===== src/rtl/axi_request_proxy_rw.sv =====
// AXI-Stream request to AXI4-Lite read/write proxy, one transaction in flight.
// Define PROXY_ERR_COUNT_EN to add the saturating error-response counter.
module axi_request_proxy_rw #(
    parameter int ADDR_W = 32,
    parameter int DATA_W = 32
) (
    input  logic                       clk,
    input  logic                       resetn,
`ifdef PROXY_ERR_COUNT_EN
    input  logic                       err_clear,
    output logic [15:0]                err_count,
`endif
    input  logic [DATA_W+ADDR_W+7:0]   S_AXIS_TDATA,
    input  logic                       S_AXIS_TVALID,
    output logic                       S_AXIS_TREADY,
    output logic [DATA_W+15:0]         M_AXIS_TDATA,
    output logic                       M_AXIS_TVALID,
    input  logic                       M_AXIS_TREADY,
    output logic [ADDR_W-1:0]          M_AXI_AWADDR,
    output logic [2:0]                 M_AXI_AWPROT,
    output logic                       M_AXI_AWVALID,
    input  logic                       M_AXI_AWREADY,
    output logic [DATA_W-1:0]          M_AXI_WDATA,
    output logic [DATA_W/8-1:0]        M_AXI_WSTRB,
    output logic                       M_AXI_WVALID,
    input  logic                       M_AXI_WREADY,
    input  logic [1:0]                 M_AXI_BRESP,
    input  logic                       M_AXI_BVALID,
    output logic                       M_AXI_BREADY,
    output logic [ADDR_W-1:0]          M_AXI_ARADDR,
    output logic [2:0]                 M_AXI_ARPROT,
    output logic                       M_AXI_ARVALID,
    input  logic                       M_AXI_ARREADY,
    input  logic [DATA_W-1:0]          M_AXI_RDATA,
    input  logic [1:0]                 M_AXI_RRESP,
    input  logic                       M_AXI_RVALID,
    output logic                       M_AXI_RREADY
);

    localparam int OP_BIT = DATA_W + ADDR_W;

    typedef enum logic [2:0] {
        ST_IDLE,
        ST_WRITE,
        ST_WRESP,
        ST_READ,
        ST_RRESP,
        ST_SEND
    } state_t;

    state_t              state_q, state_d;
    logic                s_tready_q, s_tready_d;
    logic                m_tvalid_q, m_tvalid_d;
    logic [DATA_W+15:0]  m_tdata_q, m_tdata_d;
    logic                awvalid_q, awvalid_d;
    logic                wvalid_q, wvalid_d;
    logic                bready_q, bready_d;
    logic                arvalid_q, arvalid_d;
    logic                rready_q, rready_d;
    logic [ADDR_W-1:0]   addr_q, addr_d;
    logic [DATA_W-1:0]   wdata_q, wdata_d;
    logic                op_q, op_d;
    logic [6:0]          tag_q, tag_d;

    logic req_hs;
    logic b_hs;
    logic r_hs;

    assign req_hs = S_AXIS_TVALID & s_tready_q;
    assign b_hs   = bready_q & M_AXI_BVALID;
    assign r_hs   = rready_q & M_AXI_RVALID;

    always_comb begin
        state_d    = state_q;
        s_tready_d = s_tready_q;
        m_tvalid_d = m_tvalid_q;
        m_tdata_d  = m_tdata_q;
        awvalid_d  = awvalid_q;
        wvalid_d   = wvalid_q;
        bready_d   = bready_q;
        arvalid_d  = arvalid_q;
        rready_d   = rready_q;
        addr_d     = addr_q;
        wdata_d    = wdata_q;
        op_d       = op_q;
        tag_d      = tag_q;

        unique case (state_q)
            ST_IDLE: begin
                // Ready rises the cycle after IDLE is entered, drops on accept.
                s_tready_d = 1'b1;
                if (req_hs) begin
                    s_tready_d = 1'b0;
                    wdata_d    = S_AXIS_TDATA[DATA_W-1:0];
                    addr_d     = S_AXIS_TDATA[OP_BIT-1:DATA_W];
                    op_d       = S_AXIS_TDATA[OP_BIT];
                    tag_d      = S_AXIS_TDATA[OP_BIT+7:OP_BIT+1];
                    if (S_AXIS_TDATA[OP_BIT]) begin
                        arvalid_d = 1'b1;
                        state_d   = ST_READ;
                    end else begin
                        awvalid_d = 1'b1;
                        wvalid_d  = 1'b1;
                        state_d   = ST_WRITE;
                    end
                end
            end
            ST_WRITE: begin
                awvalid_d = awvalid_q & ~M_AXI_AWREADY;
                wvalid_d  = wvalid_q & ~M_AXI_WREADY;
                if (!awvalid_d && !wvalid_d) begin
                    bready_d = 1'b1;
                    state_d  = ST_WRESP;
                end
            end
            ST_WRESP: begin
                if (b_hs) begin
                    bready_d   = 1'b0;
                    m_tvalid_d = 1'b1;
                    m_tdata_d  = {tag_q, op_q, 6'b0, M_AXI_BRESP,
                                  {DATA_W{1'b0}}};
                    state_d    = ST_SEND;
                end
            end
            ST_READ: begin
                if (M_AXI_ARREADY) begin
                    arvalid_d = 1'b0;
                    rready_d  = 1'b1;
                    state_d   = ST_RRESP;
                end
            end
            ST_RRESP: begin
                if (r_hs) begin
                    rready_d   = 1'b0;
                    m_tvalid_d = 1'b1;
                    m_tdata_d  = {tag_q, op_q, 6'b0, M_AXI_RRESP,
                                  M_AXI_RDATA};
                    state_d    = ST_SEND;
                end
            end
            ST_SEND: begin
                if (M_AXIS_TREADY) begin
                    m_tvalid_d = 1'b0;
                    state_d    = ST_IDLE;
                end
            end
            default: begin
                state_d = ST_IDLE;
            end
        endcase
    end

    always_ff @(posedge clk) begin
        if (!resetn) begin
            state_q    <= ST_IDLE;
            s_tready_q <= 1'b0;
            m_tvalid_q <= 1'b0;
            m_tdata_q  <= '0;
            awvalid_q  <= 1'b0;
            wvalid_q   <= 1'b0;
            bready_q   <= 1'b0;
            arvalid_q  <= 1'b0;
            rready_q   <= 1'b0;
            addr_q     <= '0;
            wdata_q    <= '0;
            op_q       <= 1'b0;
            tag_q      <= '0;
        end else begin
            state_q    <= state_d;
            s_tready_q <= s_tready_d;
            m_tvalid_q <= m_tvalid_d;
            m_tdata_q  <= m_tdata_d;
            awvalid_q  <= awvalid_d;
            wvalid_q   <= wvalid_d;
            bready_q   <= bready_d;
            arvalid_q  <= arvalid_d;
            rready_q   <= rready_d;
            addr_q     <= addr_d;
            wdata_q    <= wdata_d;
            op_q       <= op_d;
            tag_q      <= tag_d;
        end
    end

`ifdef PROXY_ERR_COUNT_EN
    logic [15:0] err_count_q, err_count_d;
    logic        err_hit;

    assign err_hit = (b_hs && (M_AXI_BRESP != 2'b00)) ||
                     (r_hs && (M_AXI_RRESP != 2'b00));

    // A new error coincident with a clear leaves a count of one.
    always_comb begin
        err_count_d = err_count_q;
        if (err_hit) begin
            if (err_clear) begin
                err_count_d = 16'd1;
            end else if (err_count_q != 16'hFFFF) begin
                err_count_d = err_count_q + 16'd1;
            end
        end else if (err_clear) begin
            err_count_d = 16'd0;
        end
    end

    always_ff @(posedge clk) begin
        if (!resetn) begin
            err_count_q <= 16'd0;
        end else begin
            err_count_q <= err_count_d;
        end
    end

    assign err_count = err_count_q;
`endif

    assign S_AXIS_TREADY = s_tready_q;
    assign M_AXIS_TVALID = m_tvalid_q;
    assign M_AXIS_TDATA  = m_tdata_q;
    assign M_AXI_AWADDR  = addr_q;
    assign M_AXI_AWPROT  = 3'b000;
    assign M_AXI_AWVALID = awvalid_q;
    assign M_AXI_WDATA   = wdata_q;
    assign M_AXI_WSTRB   = '1;
    assign M_AXI_WVALID  = wvalid_q;
    assign M_AXI_BREADY  = bready_q;
    assign M_AXI_ARADDR  = addr_q;
    assign M_AXI_ARPROT  = 3'b000;
    assign M_AXI_ARVALID = arvalid_q;
    assign M_AXI_RREADY  = rready_q;

endmodule


===== config.mk =====
export PLATFORM = sky130hd
export DESIGN_NAME = axi_request_proxy_rw
export DESIGN_NICKNAME = d
export VERILOG_FILES = /design/src/rtl/axi_request_proxy_rw.sv
export SDC_FILE = /design/constraint.sdc
export NUM_CORES = 1
export LEC_CHECK = 0
export CAP_MARGIN = 40
export CORE_ASPECT_RATIO = 1.5
export CORE_MARGIN = 1
export CORE_UTILIZATION = 40
export DETAILED_ROUTE_END_ITERATION = 12
export HOLD_SLACK_MARGIN = 0.03
export PLACE_DENSITY = 0.83
export REMOVE_ABC_BUFFERS = 1
export SLEW_MARGIN = 15
export SYNTH_ARGS = -nofsm -noshare
export SYNTH_HDL_FRONTEND = slang
export SYNTH_SLANG_ARGS = --single-unit

===== constraint.sdc =====
create_clock -name clk -period 4.5 [get_ports clk]
set_clock_uncertainty 0.2 [all_clocks]
set_input_delay 1.125 -clock clk [delete_from_list [all_inputs] [get_ports clk]]
set_output_delay 1.125 -clock clk [all_outputs]
set_load 0.01 [all_outputs]

==> impl_metrics.yaml, run 1 <==
status:
  status: "finished clean"
cts:
  ctsLongestPathBuffers: 2
  cts_tree: "built"
  clkTransAtPathRegs_ns: 0.06
  hold_buffers: 0
  cts-buffers-inserted: 17
  cts.htree.levels: 4
  clock_insertion_delay_worst_skew_ns: 0.40
  cts_num_sinks: 124
  cts_resized: 0
  post-cts-setup-buffer-count: 0
  buffer_cell_driving_the_clock_tree_root: "clkbuf_16"
finish:
  finalInstanceArea_um2: 7980
  drive_above_1_share_pct: 5.57
  layout.filler_cells: 1012
  layout.core_utilization_pct: 66.4
  antenna_cells_inserted: 0
  layout-area-overhead-vs-synth_pct: 61.8
  sequential_cell_area_um2: 2480
  multi_input_comb_area_um2: 1980
  finalNetCount: 948
yosys:
  list_of_most_frequent_post_synthesis_cells: "nand2_1 (192), dfxtp_1 (124), a21oi_1 (118)"
  synth.top_cells.by_area: "dfxtp_1 (50%), nand2_1 (15%), a21oi_1 (12%)"
  synth_most_common_cell: "nand2_1"
  post_synth_instance_area_um2: 4930
  synth-edff-count: 0
  synth-seq-area-share_pct: 50.3
  synthesis.yosys.warnings: 0
  synth_top_flop_cell: "dfxtp_1"
  synthArstFlopShare_pct: 0
  distinct_cell_type_count_after_synthesis: 39
  share_of_the_synthesized_area_in_the_top_cell_type_pct: 50.3
  postSynthCellCount: 619
  post-synth-top-area-cell: "dfxtp_1"
  synth.ff_latch_count: 124
  syn_avg_cell_area_um2: 7.97
critical_path:
  timing.critical_path.from: "S_AXIS_TVALID"
  worst_r2r_startpoint: "state_q[1]"
  worst_setup_path_start_kind: "input pin"
  cp_data_arrival_time_ns: 2.87
  setup.worst_path.class: "input pin to flop"
  cp_max_fo: 48
  worst_setup_path_endpoint: "M_AXI_WDATA[31]"
  worstSetupEndpointType: "flop"
  reg2reg_slack_ns: 2.11
  critical_path_required_ns: 4.62
  capture_point_of_the_worst_reg_to_reg_path: "M_AXIS_TDATA[33]"
  path_depth_of_the_worst_reg2reg_path: 5
power_and_ir_drop:
  leak_pwr_nw: 2.76
  internal_power_of_the_cells_mw: 2.69
  power_switching_mw: 1.10
  pwr-share-clk_pct: 38.3
  pwr-share-comb_pct: 26.5
  p_seq_share_pct: 35.2
  power_switching_share_pct: 29.1
  power_per_cell_area_nw_per_um2: 475
  peakVddDrop_uv: 274
hold_path:
  min-delay-path-class: "flop to flop"
die:
  die-height_um: 138
  placementRows: 49
  start_util_pct: 41.1
  ioPinCount: 278
  dieArea_um2: 12800
  die_w_um: 92.7
  core_um2: 12000
sta:
  layout_worst_path_cycle_share_pct: 61.2
  fmax_ghz: 0.363
  setup_slack_of_the_critical_path_after_layout_ns: 1.75
  tns_ns: 0
  slew_headroom_pct: 54.1
  report.final.setup_viol: 0
  worstMarginPinSlew_ns: 0.687
  final_period_minus_worst_setup_slack_ns: 2.75
  rsz0062_at_grt: "no"
  final-hold-violation-count: 0
  slew_violations: 0
place:
  detailed_place_hpwl_um: 10000
  dpl_cell_area_um2: 7350
  portBuffers: 261
  post-place-ws_ns: 1.32
  gpl.final_weighted_congestion: 0.757
routing:
  route.detailed.drc: 0
  drt_iter0_markers: 135
  drt-total-wl_um: 14300
  via_per_inst: 4.88
  avgRoutedWirePerCell_um: 14.4
  drt_pre_antenna_iters: 6
  drtAntennaViolNets: 0
  detailroute.via_count: 4864
grt:
  grt_use_total_pct: 22.3
  antenna_found_initial: 0
  global_route_wire_length_before_repair_um: 22700
  grt_remaining_overflow: 0
  grt_max_degree: 57
  via_count_of_the_first_global_routing_pass: 4683
flow_run:
  number_of_max_capacitance_violations_reported: 0
[power groups by stage]
stage,registers (mW),clock network [mW],logic [mW]
floorplan,1.41,0,0.390
global placement,1.35,0,0.987
detailed placement,1.36,0,1.01
CTS,1.34,1.47,1.01
global route,1.35,1.53,1.09
finish,1.34,1.45,1.00
[sequential cells by signal, summed over array words and instances, names as in the netlist]
signal and count:
M_AXIS_TDATA 42, M_AXI_ARADDR 32, M_AXI_WDATA 32, tag_q 7, state_q 3, M_AXIS_TVALID 1
M_AXI_ARVALID 1, M_AXI_AWVALID 1, M_AXI_BREADY 1, M_AXI_RREADY 1, M_AXI_WVALID 1, S_AXIS_TREADY 1
op_q 1
[metrics by stage]
step	hold WS, ns	total power, mW	instances
3_5_place_dp	0.246	2.36	965
6_report	0.253	3.79	997
3_3_place_gp	0.240	2.34	964
5_1_grt	0.270	3.97	997
4_1_cts	0.253	3.82	997
2_1_floorplan	0.237	1.80	543
[worst min path at each step]
stage | startpoint | end | slack, ns | cells past startpoint
5_1_grt | tag_q[6] | tag_q[6] | 0.27 | 2
2_1_floorplan | op_q | op_q | 0.24 | 2
6_report | M_AXI_WDATA[0] | M_AXI_WDATA[0] | 0.25 | 2
3_5_place_dp | M_AXI_WDATA[16] | M_AXI_WDATA[16] | 0.25 | 2
4_1_cts | M_AXI_WDATA[22] | M_AXI_WDATA[22] | 0.25 | 2
3_3_place_gp | M_AXI_WDATA[22] | M_AXI_WDATA[22] | 0.24 | 2
[worst max-delay path, cell delays in order]
cell,delay [ns]
clkdlybuf4s50_1,0.52
nand2_1,0.12
nor2b_4,0.54
buf_12,0.30
nand2_1,0.10
a21oi_1,0.14
[cell families (layout without fill, tap and decap cells)]
logic type / after synthesis / count (layout) / synth area share, %
AO/OA/AOI/OAI: 177 / 177 / 19.5
buffers and inverters: 91 / 302 / 11.0
flip-flops: 124 / 124 / 50.3
multiplexers: 2 / 2 / 0.406
other: 2 / 16 / 0.152
AND/OR/NAND/NOR: 223 / 223 / 18.7
[layout by cell type (no fill, tap or decap), drive strengths merged, types with 2 or more instances in the layout]
cell type      netlist  routed
clkinv               1       5
clkinvlp             0       2
nor3                 4       4
clkdlybuf4s50        0     261
conb                 2      16
a311oi               3       3
mux2i                2       2
o21ai               43      43
bufinv               0       4
nor2                 4       4
nand2b               2       2
clkbuf              28      22
a21oi              119     119
nor3b                3       3
nor2b                5       5
nand3                9       9
dfxtp              124     124
nand2              192     192
buf                 62       8
[metal layers]
layer,up-vias,GRT usage [%],wire length (µm)
li1,2416,-,-
met1,2213,22.7,5170
met2,204,40.3,7650
met3,31,7.76,1110
met4,0,10.0,399
met5,-,0,0
[cell type report]
| cell class | instances | area share [%] |
|---|---|---|
| clock buffer | 22 | 5.94 |
| clock inverter | 10 | 2.04 |
| inverter | 1 | 0.0627 |
| multi-input combinational | 418 | 24.7 |
| sequential | 124 | 31.1 |
| tap | 153 | 2.40 |
| timing repair buffer | 269 | 33.7 |
Power figures use the tool's default switching activity.
==> run 2, diff against run 1 <==
- CORE_UTILIZATION: 40 -> 39
- PLACE_DENSITY: 0.83 -> 0.81
- clock period: 4.5 -> 2.68 ns (I/O delays scaled with it)
==> run 2 against run 1 <==
  * Final cell count rose by 0.70%
  * Non-clock buffer count rose by 4
  * Via count stayed put
  * Final area rose by 1.1%
  * Critical path type is now flop to flop
  * Critical endpoint is now M_AXIS_TDATA[14]
  * Highest routed layer is now met5
==> impl_metrics.yaml, run 2 (synthesized netlist as in run 1, its figures left out) <==
die:
  die_w_um: 93.8
  core_um2: 12400
  start_util_pct: 39.8
  placementRows: 50
  die-height_um: 140
  ioPinCount: 278
  dieArea_um2: 13100
routing:
  drt_iter0_markers: 83
  detailroute.via_count: 4864
  via_per_inst: 4.84
  drtAntennaViolNets: 0
  drt_pre_antenna_iters: 4
  route.detailed.drc: 0
  avgRoutedWirePerCell_um: 13.9
  drt-total-wl_um: 13900
cts:
  cts_num_sinks: 124
  buffer_cell_driving_the_clock_tree_root: "clkbuf_16"
  cts_tree: "built"
  cts.htree.levels: 4
  hold_buffers: 0
  clkTransAtPathRegs_ns: 0.06
  post-cts-setup-buffer-count: 0
  clock_insertion_delay_worst_skew_ns: 0.40
  ctsLongestPathBuffers: 2
  cts-buffers-inserted: 17
  cts_resized: 0
critical_path:
  slowest_delay_ns: 0.65
  worst_r2r_startpoint: "state_q[1]"
  worstSetupEndpointType: "flop"
  worstPathBufferInverterCount: 1
  cp_data_arrival_time_ns: 2.44
  worst_setup_path_start_kind: "flop"
  cell_chain_of_the_critical_path: "nor3b_4 -> a22o_1 -> buf_4 -> o21ai_0 -> a21oi_1"
  path_depth_of_the_worst_reg2reg_path: 5
  reg2reg_slack_ns: 0.37
  critical_path_required_ns: 2.80
  capture_point_of_the_worst_reg_to_reg_path: "M_AXIS_TDATA[14]"
  setup.worst_path.class: "flop to flop"
  cp_max_fo: 40
  critPathSlowestCell: "dfxtp_1"
  critical_path.top_delay_family: "flip-flops"
power_and_ir_drop:
  pwr-share-comb_pct: 26.6
  power_per_cell_area_nw_per_um2: 805
  leak_pwr_nw: 2.79
  peakVddDrop_uv: 398
  p_seq_share_pct: 34.5
  power_switching_mw: 1.90
  internal_power_of_the_cells_mw: 4.60
  power_switching_share_pct: 29.2
  pwr-share-clk_pct: 38.9
finish:
  layout-area-overhead-vs-synth_pct: 63.6
  layout.filler_cells: 1025
  largest_register_ff_count: 42
  finalNetCount: 952
  mostFrequentLayoutCells: "clkdlybuf4s50_1 (261), nand2_1 (192), dfxtp_1 (124)"
  sequential_cell_area_um2: 2480
  layout.cells.most_common: "clkdlybuf4s50_1"
  layout.core_utilization_pct: 65.1
  antenna_cells_inserted: 0
  multi_input_comb_area_um2: 1980
  drive_above_1_share_pct: 6.13
sta:
  report.final.setup_viol: 0
  fmax_ghz: 0.432
  hold_ws_ns: 0.252
  final-hold-violation-count: 0
  final_period_minus_worst_setup_slack_ns: 2.31
  rsz0062_at_grt: "no"
  slew_violations: 0
  tns_ns: 0
  layout_worst_path_cycle_share_pct: 86.4
  slew_headroom_pct: 53.9
  worstMarginPinSlew_ns: 0.691
place:
  portBuffers: 261
  gpl.final_weighted_congestion: 0.771
  detailed_place_hpwl_um: 9620
grt:
  grt_max_degree: 47
  via_count_of_the_first_global_routing_pass: 4589
  antenna_found_initial: 1
  grt_use_total_pct: 21.6
  global_route_wire_length_before_repair_um: 22200
  grt_remaining_overflow: 0
hold_path:
  hold_start: "M_AXI_WDATA[28]"
  hold-path-cell-count: 2
  worstHoldEndpoint: "M_AXI_WDATA[28]"
  min-delay-path-class: "flop to flop"
flow_run:
  number_of_max_capacitance_violations_reported: 0
status:
  status: "finished clean"
==> run 2: cell types whose count changed in the layout (fill, tap and decap cells not counted), sizes merged <==
cell | previous run | this run
clkbuf | 22 | 19
bufinv | 4 | 5
buf | 8 | 12
clkinv | 5 | 4
inv | 0 | 3
==> run 2: worst max-delay path by stage <==
stage	start	endpoint	cells after the start
floorplan	S_AXIS_TVALID	M_AXI_ARVALID	4
global placement	M_AXI_BVALID	M_AXIS_TDATA[45]	6
detailed placement	M_AXI_BVALID	M_AXIS_TDATA[46]	6
CTS	state_q[1]	M_AXIS_TDATA[14]	5
global route	state_q[1]	M_AXIS_TDATA[14]	5
finish	state_q[1]	M_AXIS_TDATA[14]	5
==> run 2: per-stage QoR <==
step / std cells / instance area [µm²] / setup slack [ns] / power, mW
4_1_cts: 1004 / 8070 / 0.387 / 6.56
6_report: 1004 / 8070 / 0.365 / 6.50
2_1_floorplan: 543 / 4450 / -1.28 / 3.02
5_1_grt: 1004 / 8070 / 0.194 / 6.84
3_5_place_dp: 972 / 7410 / 0.188 / 4.00
3_3_place_gp: 972 / 7410 / 0.230 / 3.98
==> run 2: final cells by class <==
class | count | area share (%)
multi-input cells | 418 | 24.5
clock inverters | 13 | 2.65
well taps | 156 | 2.42
flip-flops and latches | 124 | 30.8
inverters | 1 | 0.0775
clock buffers | 19 | 5.49
repair buffers | 273 | 34.1
==> run 2: power by group through the flow <==
| stage | registers [mW] | logic (mW) | clock network (mW) |
|---|---|---|---|
| 2_1_floorplan | 2.37 | 0.655 | 0 |
| 3_3_place_gp | 2.27 | 1.71 | 0 |
| 3_5_place_dp | 2.28 | 1.73 | 0 |
| 4_1_cts | 2.24 | 1.74 | 2.57 |
| 5_1_grt | 2.27 | 1.89 | 2.67 |
| 6_report | 2.24 | 1.73 | 2.53 |
==> run 2: routing by layer <==
metal,share of wire [%],vias up,track usage (%),wire [µm]
li1,-,2424,-,-
met5,0.079,-,0,11
met4,1.7,2,8.58,237
met2,53,187,38.9,7340
met3,8.0,25,7.38,1120
met1,38,2226,22.3,5230
==> run 2: tightest hold or removal path, stage by stage (launching register included) <==
cell     delay (ns)
dfxtp_1        0.30
nand2_1        0.05
a21oi_1        0.05
==> run 3, diff against run 2 <==
- PLACE_DENSITY: 0.81 -> 0.87
==> run 3 against run 2 <==
  * Non-clock buffer count is 1 higher
  * Worst hold slack worse by 0.0022 ns
  * Register-to-register slack better by 0.03 ns
  * Routed wire length is 2.3% higher
  * Critical endpoint is now M_AXIS_TDATA[11]
  * Sequential share of layout area is 0.091 points higher
  * Final cell count hardly changed
  * Utilization is 0.19 points lower
  * Clock power is 5% lower
  * Die area stayed put
  * Total power is 1.9% lower
  * Sequential power hardly changed
==> impl_metrics.yaml, run 3 (synthesized netlist as in run 1, its figures left out) <==
status:
  status: "finished clean"
sta:
  final_period_minus_worst_setup_slack_ns: 2.29
  fmax_ghz: 0.437
  slew_violations: 0
  final-hold-violation-count: 0
  rsz0062_at_grt: "no"
  layout_worst_path_cycle_share_pct: 85.3
  report.final.setup_viol: 0
  slew_headroom_pct: 55.7
  worstMarginPinSlew_ns: 0.664
  hold_ws_ns: 0.250
cts:
  buffer_cell_driving_the_clock_tree_root: "clkbuf_16"
  ctsLongestPathBuffers: 2
  cts-buffers-inserted: 17
  hold_buffers: 0
  clkTransAtPathRegs_ns: 0.06
  cts.htree.levels: 4
  cts_num_sinks: 124
  cts_resized: 0
  cts_tree: "built"
  clock_insertion_delay_worst_skew_ns: 0.41
  post-cts-setup-buffer-count: 0
critical_path:
  cell_chain_of_the_critical_path: "nor3b_2 -> a22o_1 -> buf_4 -> o21ai_0 -> a21oi_1"
  critPathSlowestCell: "dfxtp_1"
  worstPathBufferInverterCount: 1
  cp_data_arrival_time_ns: 2.42
  critical_path_required_ns: 2.82
  slowest_delay_ns: 0.62
  worst_setup_path_start_kind: "flop"
  setup.worst_path.class: "flop to flop"
  worstSetupEndpointType: "flop"
  cp_max_fo: 40
  critical_path.top_delay_family: "flip-flops"
grt:
  antenna_found_initial: 0
  grt_use_total_pct: 21.8
  via_count_of_the_first_global_routing_pass: 4715
  grt_max_degree: 76
  grt_remaining_overflow: 0
  global_route_wire_length_before_repair_um: 22400
place:
  dpl_cell_area_um2: 7420
  portBuffers: 261
  detailed_place_hpwl_um: 9990
  gpl.final_weighted_congestion: 0.777
finish:
  layout.cells.most_common: "clkdlybuf4s50_1"
  layout.core_utilization_pct: 64.9
  mostFrequentLayoutCells: "clkdlybuf4s50_1 (261), nand2_1 (192), dfxtp_1 (124)"
  drive_above_1_share_pct: 6.12
  largest_register_ff_count: 42
  antenna_cells_inserted: 0
  layout-area-overhead-vs-synth_pct: 63.1
  finalNetCount: 953
  layout.filler_cells: 1025
  finalInstanceArea_um2: 8050
die:
  ioPinCount: 278
  dieArea_um2: 13100
  placementRows: 50
  die_w_um: 93.8
  die-height_um: 140
  core_um2: 12400
  start_util_pct: 39.8
routing:
  via_per_inst: 4.87
  drt_pre_antenna_iters: 4
  met1_length_um: 5250
  maxUsedRoutingLayer: "met4"
  met3WireLength_um: 1100
  drtAntennaViolNets: 0
  detailroute.via_count: 4899
  drt_iter0_markers: 156
  avgRoutedWirePerCell_um: 14.2
  drt-total-wl_um: 14300
  route.detailed.drc: 0
  route.met2.wl_um: 7460
power_and_ir_drop:
  fin_total_pwr_mw: 6.38
  leak_pwr_nw: 2.78
  peakVddDrop_uv: 437
  power_per_cell_area_nw_per_um2: 793
hold_path:
  min-delay-path-class: "flop to flop"
flow_run:
  number_of_max_capacitance_violations_reported: 0
[run 3: where the power goes]
| part | leakage, nW | total, mW | internal, mW | switching, mW |
|---|---|---|---|---|
| registers | 1.00 | 2.23 | 2.06 | 0.178 |
| logic | 1.48 | 1.73 | 0.851 | 0.883 |
| clock network | 0.298 | 2.41 | 1.56 | 0.845 |
| total | 2.78 | 6.38 | 4.47 | 1.91 |
[run 3: path summary, 6_finish.rpt]
path	start	to	slack (ns)	cells after the start
max	state_q[2]	M_AXIS_TDATA[11]	0.39	5
min	M_AXI_WDATA[13]	M_AXI_WDATA[13]	0.25	2
max reg2reg	state_q[2]	M_AXIS_TDATA[11]	0.39	5
min reg2reg	M_AXI_WDATA[13]	M_AXI_WDATA[13]	0.25	2
[run 3: per-stage QoR]
stage | TNS (ns) | instances | setup slack [ns]
3_5_place_dp | 0 | 973 | 0.162
6_report | 0 | 1005 | 0.394
4_1_cts | 0 | 1005 | 0.406
3_3_place_gp | 0 | 973 | 0.233
2_1_floorplan | -97.87 | 543 | -1.28
5_1_grt | 0 | 1005 | 0.235
[run 3: layout make-up]
cell class              count  area, µm²  area share (%)
clock inverters            13        193            2.40
repair buffers            274       2760            34.3
inverters                   1       6.26          0.0778
clock buffers              19        433            5.38
well taps                 156        195            2.43
multi-input cells         418       1980            24.6
flip-flops and latches    124       2480            30.9
[run 3: worst min-delay path, delay by kind of cell (launching register included)]
kind | cells | cell delay [ns]
flops | 1 | 0.30
compound gates | 1 | 0.05
simple gates | 1 | 0.05
[run 3: per-layer routing]
| metal | track usage, % | up-vias |
|---|---|---|
| met2 | 39.1 | 208 |
| met1 | 22.1 | 2228 |
| met3 | 6.83 | 37 |
| met5 | 0 | - |
| met4 | 11.4 | 0 |
| li1 | - | 2426 |
